[src/rtl/ex_maddsub_unit_pkg.sv]
// Shared definitions for the EX-stage multiply-accumulate unit:
// opcodes, stall polarity, reset level, bus types and FSM state encodings.
package ex_maddsub_unit_pkg;

   typedef logic [31:0] RegBus;
   typedef logic [63:0] DoubleRegBus;

   localparam logic [7:0] EXE_MADD_OP  = 8'b10100110;
   localparam logic [7:0] EXE_MADDU_OP = 8'b10100111;
   localparam logic [7:0] EXE_MSUB_OP  = 8'b10101010;
   localparam logic [7:0] EXE_MSUBU_OP = 8'b10101011;

   localparam logic  STOP      = 1'b1;
   localparam logic  NOSTOP    = 1'b0;
   localparam logic  RstEnable = 1'b0;
   localparam RegBus ZeroWord  = 32'h0000_0000;

   localparam int StallExBit = 3;

   typedef enum logic [1:0] {
      MADD_IDLE = 2'd0,
      MADD_MUL2 = 2'd1,
      MADD_ACC  = 2'd2
   } maddState_e;

   function automatic logic isMaddFamily(input logic [7:0] op);
      return op inside {EXE_MADD_OP, EXE_MADDU_OP, EXE_MSUB_OP, EXE_MSUBU_OP};
   endfunction

   function automatic logic isMaddSigned(input logic [7:0] op);
      return op inside {EXE_MADD_OP, EXE_MSUB_OP};
   endfunction

   function automatic logic isMaddSub(input logic [7:0] op);
      return op inside {EXE_MSUB_OP, EXE_MSUBU_OP};
   endfunction

endpackage

[src/rtl/ex_maddsub_unit_if.sv]
// Bundle of the ID/EX inputs, forwarded HI/LO and the result/stall outputs
// of the multiply-accumulate unit. The pipeline drives it as master.
interface ex_maddsub_unit_if;
   import ex_maddsub_unit_pkg::*;

   logic [5:0] stall;
   logic [7:0] aluop_i;
   RegBus      reg1_i;
   RegBus      reg2_i;
   RegBus      hi_i;
   RegBus      lo_i;
   logic       stallreq_o;
   logic       hilo_we_o;
   RegBus      hi_o;
   RegBus      lo_o;
   logic       busy_o;

   modport master (
      output stall, aluop_i, reg1_i, reg2_i, hi_i, lo_i,
      input  stallreq_o, hilo_we_o, hi_o, lo_o, busy_o
   );

   modport slave (
      input  stall, aluop_i, reg1_i, reg2_i, hi_i, lo_i,
      output stallreq_o, hilo_we_o, hi_o, lo_o, busy_o
   );

endinterface

[src/rtl/ex_maddsub_unit_mul.sv]
// Signed/unsigned MUL_W x MUL_W multiplier producing a 2*MUL_W product.
// Default build: purely combinational.
// With MADDSUB_MUL_PIPE_EN defined: two registered 16-bit-slice partial
// products are captured on i_load and summed combinationally afterwards.
module maddsub_mul
   import ex_maddsub_unit_pkg::*;
#(
   parameter int MUL_W = 32
)(
   input  logic               Clk,
   input  logic               Rst_n,
   input  logic               i_load,
   input  logic               i_signed,
   input  logic [MUL_W-1:0]   i_a,
   input  logic [MUL_W-1:0]   i_b,
   output logic [2*MUL_W-1:0] o_product
);

   localparam int ProdW = 2 * MUL_W;
   localparam int HalfW = MUL_W / 2;

   logic [ProdW-1:0] w_aWide;
   logic [ProdW-1:0] w_bWide;

   // Extending both operands to the full product width makes a plain
   // modulo-2^ProdW multiply correct for both signed and unsigned ops.
   assign w_aWide = {{MUL_W{i_signed & i_a[MUL_W-1]}}, i_a};
   assign w_bWide = {{MUL_W{i_signed & i_b[MUL_W-1]}}, i_b};

`ifdef MADDSUB_MUL_PIPE_EN
   logic [ProdW-1:0] w_aLo;
   logic [ProdW-1:0] w_aHi;
   logic [ProdW-1:0] r_ppLo;
   logic [ProdW-1:0] r_ppHi;

   // a = aLo + aHi * 2^HalfW exactly (modulo 2^ProdW), so the weighted sum
   // of the two partial products reproduces the full product.
   assign w_aLo = {{(ProdW - HalfW){1'b0}}, i_a[HalfW-1:0]};
   assign w_aHi = w_aWide >> HalfW;

   // First stage: register the low-slice and high-slice partial products.
   always_ff @(posedge Clk) begin
      if (Rst_n == RstEnable) begin
         r_ppLo <= '0;
         r_ppHi <= '0;
      end else if (i_load) begin
         r_ppLo <= w_aLo * w_bWide;
         r_ppHi <= w_aHi * w_bWide;
      end
   end

   assign o_product = r_ppLo + (r_ppHi << HalfW);
`else
   logic w_unusedPipe;

   assign w_unusedPipe = &{1'b0, Clk, Rst_n, i_load};
   assign o_product    = w_aWide * w_bWide;
`endif

endmodule

[src/rtl/ex_maddsub_unit.sv]
// EX-stage multi-cycle multiply-accumulate unit for MADD/MADDU/MSUB/MSUBU.
// IDLE requests a stall and latches the product; ACC presents
// {hi,lo} +/- product (from the live forwarded HI/LO) with a write enable
// until the stall controller lets the instruction advance.
// Optional macro MADDSUB_MUL_PIPE_EN adds a MUL2 state for a two-stage
// multiplier (two stall cycles instead of one).
module ex_maddsub_unit
   import ex_maddsub_unit_pkg::*;
#(
   parameter int MUL_W = 32
)(
   input  logic             Clk,
   input  logic             Rst_n,
   ex_maddsub_unit_if.slave io_exBus
);

   maddState_e  r_state;
   maddState_e  w_nextState;
   DoubleRegBus r_product;

   logic        w_isFamily;
   logic        w_isSigned;
   logic        w_isSub;
   logic        w_exStop;
   logic        w_loadProduct;
   logic        w_mulLoad;
   logic [2*MUL_W-1:0] w_mulProduct;
   DoubleRegBus w_hiLoIn;
   DoubleRegBus w_accResult;

   logic        w_stallReq;
   logic        w_hiloWe;
   logic        w_busy;
   DoubleRegBus w_hiLoOut;
   logic        w_unusedStall;

   assign w_isFamily = isMaddFamily(io_exBus.aluop_i);
   assign w_isSigned = isMaddSigned(io_exBus.aluop_i);
   assign w_isSub    = isMaddSub(io_exBus.aluop_i);
   assign w_exStop   = (io_exBus.stall[StallExBit] == STOP);

   // Only the EX bit of the stall vector matters to this unit.
   assign w_unusedStall = &{1'b0, io_exBus.stall[5:4], io_exBus.stall[2:0]};

`ifdef MADDSUB_MUL_PIPE_EN
   // Partial products are captured on leaving IDLE, the summed product on leaving MUL2.
   assign w_mulLoad     = (r_state == MADD_IDLE) && w_isFamily;
   assign w_loadProduct = (r_state == MADD_MUL2) && w_isFamily;
`else
   assign w_mulLoad     = 1'b0;
   assign w_loadProduct = (r_state == MADD_IDLE) && w_isFamily;
`endif

   maddsub_mul #(
      .MUL_W     (MUL_W)
   ) u_mul (
      .Clk       (Clk),
      .Rst_n     (Rst_n),
      .i_load    (w_mulLoad),
      .i_signed  (w_isSigned),
      .i_a       (io_exBus.reg1_i),
      .i_b       (io_exBus.reg2_i),
      .o_product (w_mulProduct)
   );

   // Accumulate against the live forwarded HI/LO so late forwarding is honoured.
   assign w_hiLoIn    = {io_exBus.hi_i, io_exBus.lo_i};
   assign w_accResult = w_isSub ? (w_hiLoIn - r_product) : (w_hiLoIn + r_product);

   // State register: synchronous active-low reset returns to IDLE.
   always_ff @(posedge Clk) begin
      if (Rst_n == RstEnable) begin
         r_state <= MADD_IDLE;
      end else begin
         r_state <= w_nextState;
      end
   end

   // Product register: loads once per instruction regardless of the EX stall bit.
   always_ff @(posedge Clk) begin
      if (Rst_n == RstEnable) begin
         r_product <= '0;
      end else if (w_loadProduct) begin
         r_product <= w_mulProduct;
      end
   end

   // Next-state logic: a non-family opcode outside IDLE is a flush back to IDLE.
   always_comb begin
      w_nextState = r_state;
      case (r_state)
         MADD_IDLE: begin
            if (w_isFamily) begin
`ifdef MADDSUB_MUL_PIPE_EN
               w_nextState = MADD_MUL2;
`else
               w_nextState = MADD_ACC;
`endif
            end
         end
`ifdef MADDSUB_MUL_PIPE_EN
         MADD_MUL2: begin
            w_nextState = w_isFamily ? MADD_ACC : MADD_IDLE;
         end
`endif
         MADD_ACC: begin
            if (!w_isFamily || !w_exStop) begin
               w_nextState = MADD_IDLE;
            end
         end
         default: begin
            w_nextState = MADD_IDLE;
         end
      endcase
   end

   // Output logic: everything is forced to zero while reset is asserted.
   always_comb begin
      w_stallReq = 1'b0;
      w_hiloWe   = 1'b0;
      w_busy     = 1'b0;
      w_hiLoOut  = {ZeroWord, ZeroWord};
      if (Rst_n != RstEnable) begin
         case (r_state)
            MADD_IDLE: begin
               w_stallReq = w_isFamily;
            end
`ifdef MADDSUB_MUL_PIPE_EN
            MADD_MUL2: begin
               w_busy     = 1'b1;
               w_stallReq = w_isFamily;
            end
`endif
            MADD_ACC: begin
               w_busy = 1'b1;
               if (w_isFamily) begin
                  w_hiloWe  = 1'b1;
                  w_hiLoOut = w_accResult;
               end
            end
            default: begin
               w_busy = 1'b0;
            end
         endcase
      end
   end

   assign io_exBus.stallreq_o = w_stallReq;
   assign io_exBus.hilo_we_o  = w_hiloWe;
   assign io_exBus.busy_o     = w_busy;
   assign io_exBus.hi_o       = w_hiLoOut[63:32];
   assign io_exBus.lo_o       = w_hiLoOut[31:0];

endmodule

[src/flat_wrapper.sv]
// flat-port wrapper written by rule: the top's interface ports become plain ports
module ex_maddsub_unit_flat import ex_maddsub_unit_pkg::*;
#(
   parameter int MUL_W = 32
)
  (Clk, Rst_n, io_exBus_stall, io_exBus_aluop_i, io_exBus_reg1_i, io_exBus_reg2_i, io_exBus_hi_i, io_exBus_lo_i, io_exBus_stallreq_o, io_exBus_hilo_we_o, io_exBus_hi_o, io_exBus_lo_o, io_exBus_busy_o);
  ex_maddsub_unit_if io_exBus_i ();
  input  logic Clk;
  input  logic Rst_n;
  input wire logic [$bits(io_exBus_i.stall)-1:0] io_exBus_stall;
  input wire logic [$bits(io_exBus_i.aluop_i)-1:0] io_exBus_aluop_i;
  input wire logic [$bits(io_exBus_i.reg1_i)-1:0] io_exBus_reg1_i;
  input wire logic [$bits(io_exBus_i.reg2_i)-1:0] io_exBus_reg2_i;
  input wire logic [$bits(io_exBus_i.hi_i)-1:0] io_exBus_hi_i;
  input wire logic [$bits(io_exBus_i.lo_i)-1:0] io_exBus_lo_i;
  output wire logic [$bits(io_exBus_i.stallreq_o)-1:0] io_exBus_stallreq_o;
  output wire logic [$bits(io_exBus_i.hilo_we_o)-1:0] io_exBus_hilo_we_o;
  output wire logic [$bits(io_exBus_i.hi_o)-1:0] io_exBus_hi_o;
  output wire logic [$bits(io_exBus_i.lo_o)-1:0] io_exBus_lo_o;
  output wire logic [$bits(io_exBus_i.busy_o)-1:0] io_exBus_busy_o;
  assign io_exBus_i.stall = io_exBus_stall;
  assign io_exBus_i.aluop_i = io_exBus_aluop_i;
  assign io_exBus_i.reg1_i = io_exBus_reg1_i;
  assign io_exBus_i.reg2_i = io_exBus_reg2_i;
  assign io_exBus_i.hi_i = io_exBus_hi_i;
  assign io_exBus_i.lo_i = io_exBus_lo_i;
  assign io_exBus_stallreq_o = io_exBus_i.stallreq_o;
  assign io_exBus_hilo_we_o = io_exBus_i.hilo_we_o;
  assign io_exBus_hi_o = io_exBus_i.hi_o;
  assign io_exBus_lo_o = io_exBus_i.lo_o;
  assign io_exBus_busy_o = io_exBus_i.busy_o;
  ex_maddsub_unit #(.MUL_W(MUL_W)) u_core (.Clk(Clk), .Rst_n(Rst_n), .io_exBus(io_exBus_i));
endmodule
[config.mk]
export PLATFORM = sky130hd
export DESIGN_NAME = ex_maddsub_unit_flat
export DESIGN_NICKNAME = d
export VERILOG_FILES = /design/src/rtl/ex_maddsub_unit_pkg.sv /design/src/rtl/ex_maddsub_unit_if.sv /design/src/rtl/ex_maddsub_unit_mul.sv /design/src/rtl/ex_maddsub_unit.sv /design/src/flat_wrapper.sv
export SDC_FILE = /design/constraint.sdc
export NUM_CORES = 2
export LEC_CHECK = 0
export CAP_MARGIN = 30
export CORE_MARGIN = 1.5
export CORE_UTILIZATION = 55
export CTS_CLUSTER_DIAMETER = 30
export DETAILED_ROUTE_END_ITERATION = 8
export PLACE_DENSITY = 0.77
export SETUP_SLACK_MARGIN = 0.05
export SLEW_MARGIN = 20
export SYNTH_ARGS = -nofsm -noshare
export SYNTH_HDL_FRONTEND = slang
export SYNTH_HIERARCHICAL = 1
export SYNTH_SLANG_ARGS = --single-unit
[constraint.sdc]
create_clock -name Clk -period 17.8 [get_ports Clk]
set_input_delay 4.45 -clock Clk [delete_from_list [all_inputs] [get_ports Clk]]
set_output_delay 4.45 -clock Clk [all_outputs]
set_load 0.01 [all_outputs]
==> reports/metrics.csv <==
stage,metric,value,unit
status,status,finished clean,
timing,crit share post-route,83.4,%
cts,clock latency on the worst-skew pair,350,ps
global_route,gr ovfl total,0,
yosys,Mapped Area,0.0459,mm2
cells_and_area,final non-filler cell total,6367,
global_route,maximum number of pins on one net before global-route repair,65,
cts,CTS tree,done,
worst_setup_path,Reg2Reg Depth,4,
route,1st-pass router iterations,6,
cells_and_area,"commonest non-fill, non-tap cell in the layout",fa_1,
timing,FMAX,0.0674,GHz
cells_and_area,Fillers,7115,
cells_and_area,nets@finish,6837,
yosys,Post-Syn Instances,5300,
yosys,number of warnings issued by yosys,6,
cells_and_area,final core occ,59.3,%
cells_and_area,storage element area,0.00130,mm2
timing,RSZ-0062 raised after global routing,false,
die,Core Area,0.0824,mm2
timing,crit path time final,14840,ps
route,DR iter-0 viols,2434,
cts,Post CTS Setup Buffer Count,0,
timing,Rel. slew slack,31.6,%
route,Avg Vias per Cell,5.67,
placed_design,count of input and output buffers,205,
yosys,post-synth net total,6846,
route,DRC,0,
cts,CTS buffer count,9,
cts,htree depth,3,
cells_and_area,layout cells sized above 1,3.13,%
worst_setup_path,CP arrival,15120,ps
timing,final worst-path setup slack,2960,ps
cts,post-CTS sizing,0,
cts,Post-CTS Hold Fix Bufs,0,
worst_setup_path,crit start category,input port,
die,row count,105,
cts,root buffer cell,clkbuf_16,
cts,CTS Sinks,65,
placed_design,Routability Congestion,0.952,
die,IO Pins,211,
die,die area,0.0852,mm2
global_route,first-pass GRT wire length,206000,um
placed_design,cell count after placement,6350,
placed_design,DP Worst Slack,2740,ps
cts,clock tree buffer depth,2,
die,Die H,292,um
timing,Final Skew,9.78,ps
cts,Worst-path clk slew,60,ps
die,width of the die,292,um
timing,# setup viols final,0,
cells_and_area,P&R area growth vs syn,6.34,%
global_route,GRT Total Usage,30.8,%
global_route,vias in the first global route,39300,
min_path,Hold/Removal Path Class,reg2reg,
route,DR vias,36100,
worst_setup_path,crit-path max FO,13,
worst_setup_path,"Max stage delay cell, worst path",and2_1,
worst_setup_path,critical path class,in2reg,
route,drt wl/cell,19.8,um
timing,setup TNS,0,ps
global_route,initial antenna violation count,3,
route,Detail Route Antenna Nets,0,
route,DRT Wirelength,126000,um
job,total of max-cap violations,0,
worst_setup_path,crit end category,flop,
worst_setup_path,CP max stage delay,890,ps
worst_setup_path,most frequent CP cell,fa_1,
cells_and_area,most frequent cells in the layout,"fa_1, inv_1, nand2_1",
min_path,depth of the worst hold-timing path,2,
timing,Final Hold Viols,0,
die,initial core utilization,55.7,%
cells_and_area,multi-input combinational cell area,0.0393,mm2
yosys,syn_area_per_cell,8.66,um2
timing,measured slew at the worst slew-check pin,1030,ps
timing,fin. max-slew vios,0,
placed_design,HPWL Detailed,99100,um
worst_setup_path,Critical Path RT,18080,ps
[critical path: cells and delay by family]
kind	cells	cell delay, ps
AO/OA/AOI/OAI	4	800
adder cells (fa/ha/maj)	9	4730
AND/OR/NAND/NOR	11	3650
buffers and inverters	7	1460
[per-stage QoR]
step                      hold slack, ps  area (um2)
final                                481       48800
after global routing                 518       48800
after CTS                            482       48800
after detailed placement             474       48500
after global placement               477       48400
after floorplan                      455       45900
[final timing paths]
path         slack (ps)                  from              endpoint
max                2960   io_exBus_aluop_i[4]  u_core/r_product[63]
min                 480  u_core/r_product[63]  u_core/r_product[63]
max reg2reg       16070     u_core/r_state[1]  u_core/r_product[33]
min reg2reg         480  u_core/r_product[63]  u_core/r_product[63]
[layer usage]
layer	GRT usage (%)	wire (um)	up-vias
li1	-	-	15800
met1	40.4	49800	18100
met2	50.6	58900	1837
met3	7.89	14000	294
met4	8.73	3540	8
met5	0.567	107	-
[flip-flops by register name, indices dropped and copies added, names as in the netlist]
name	count
u_core/r_product	64
u_core/r_state	1
[area by class of cell]
type	count	share of cell area, %
clock buffers	10	0.490
diodes	1	0.00513
clock inverters	6	0.185
multi-input cells	3835	80.5
repair buffers	255	4.73
well taps	1070	2.74
inverters	1125	8.65
flip-flops and latches	65	2.67
Power is left out: the tool's default activity adds up to more than one toggle a clock period on the data nets, which glitch-free logic cannot reach.
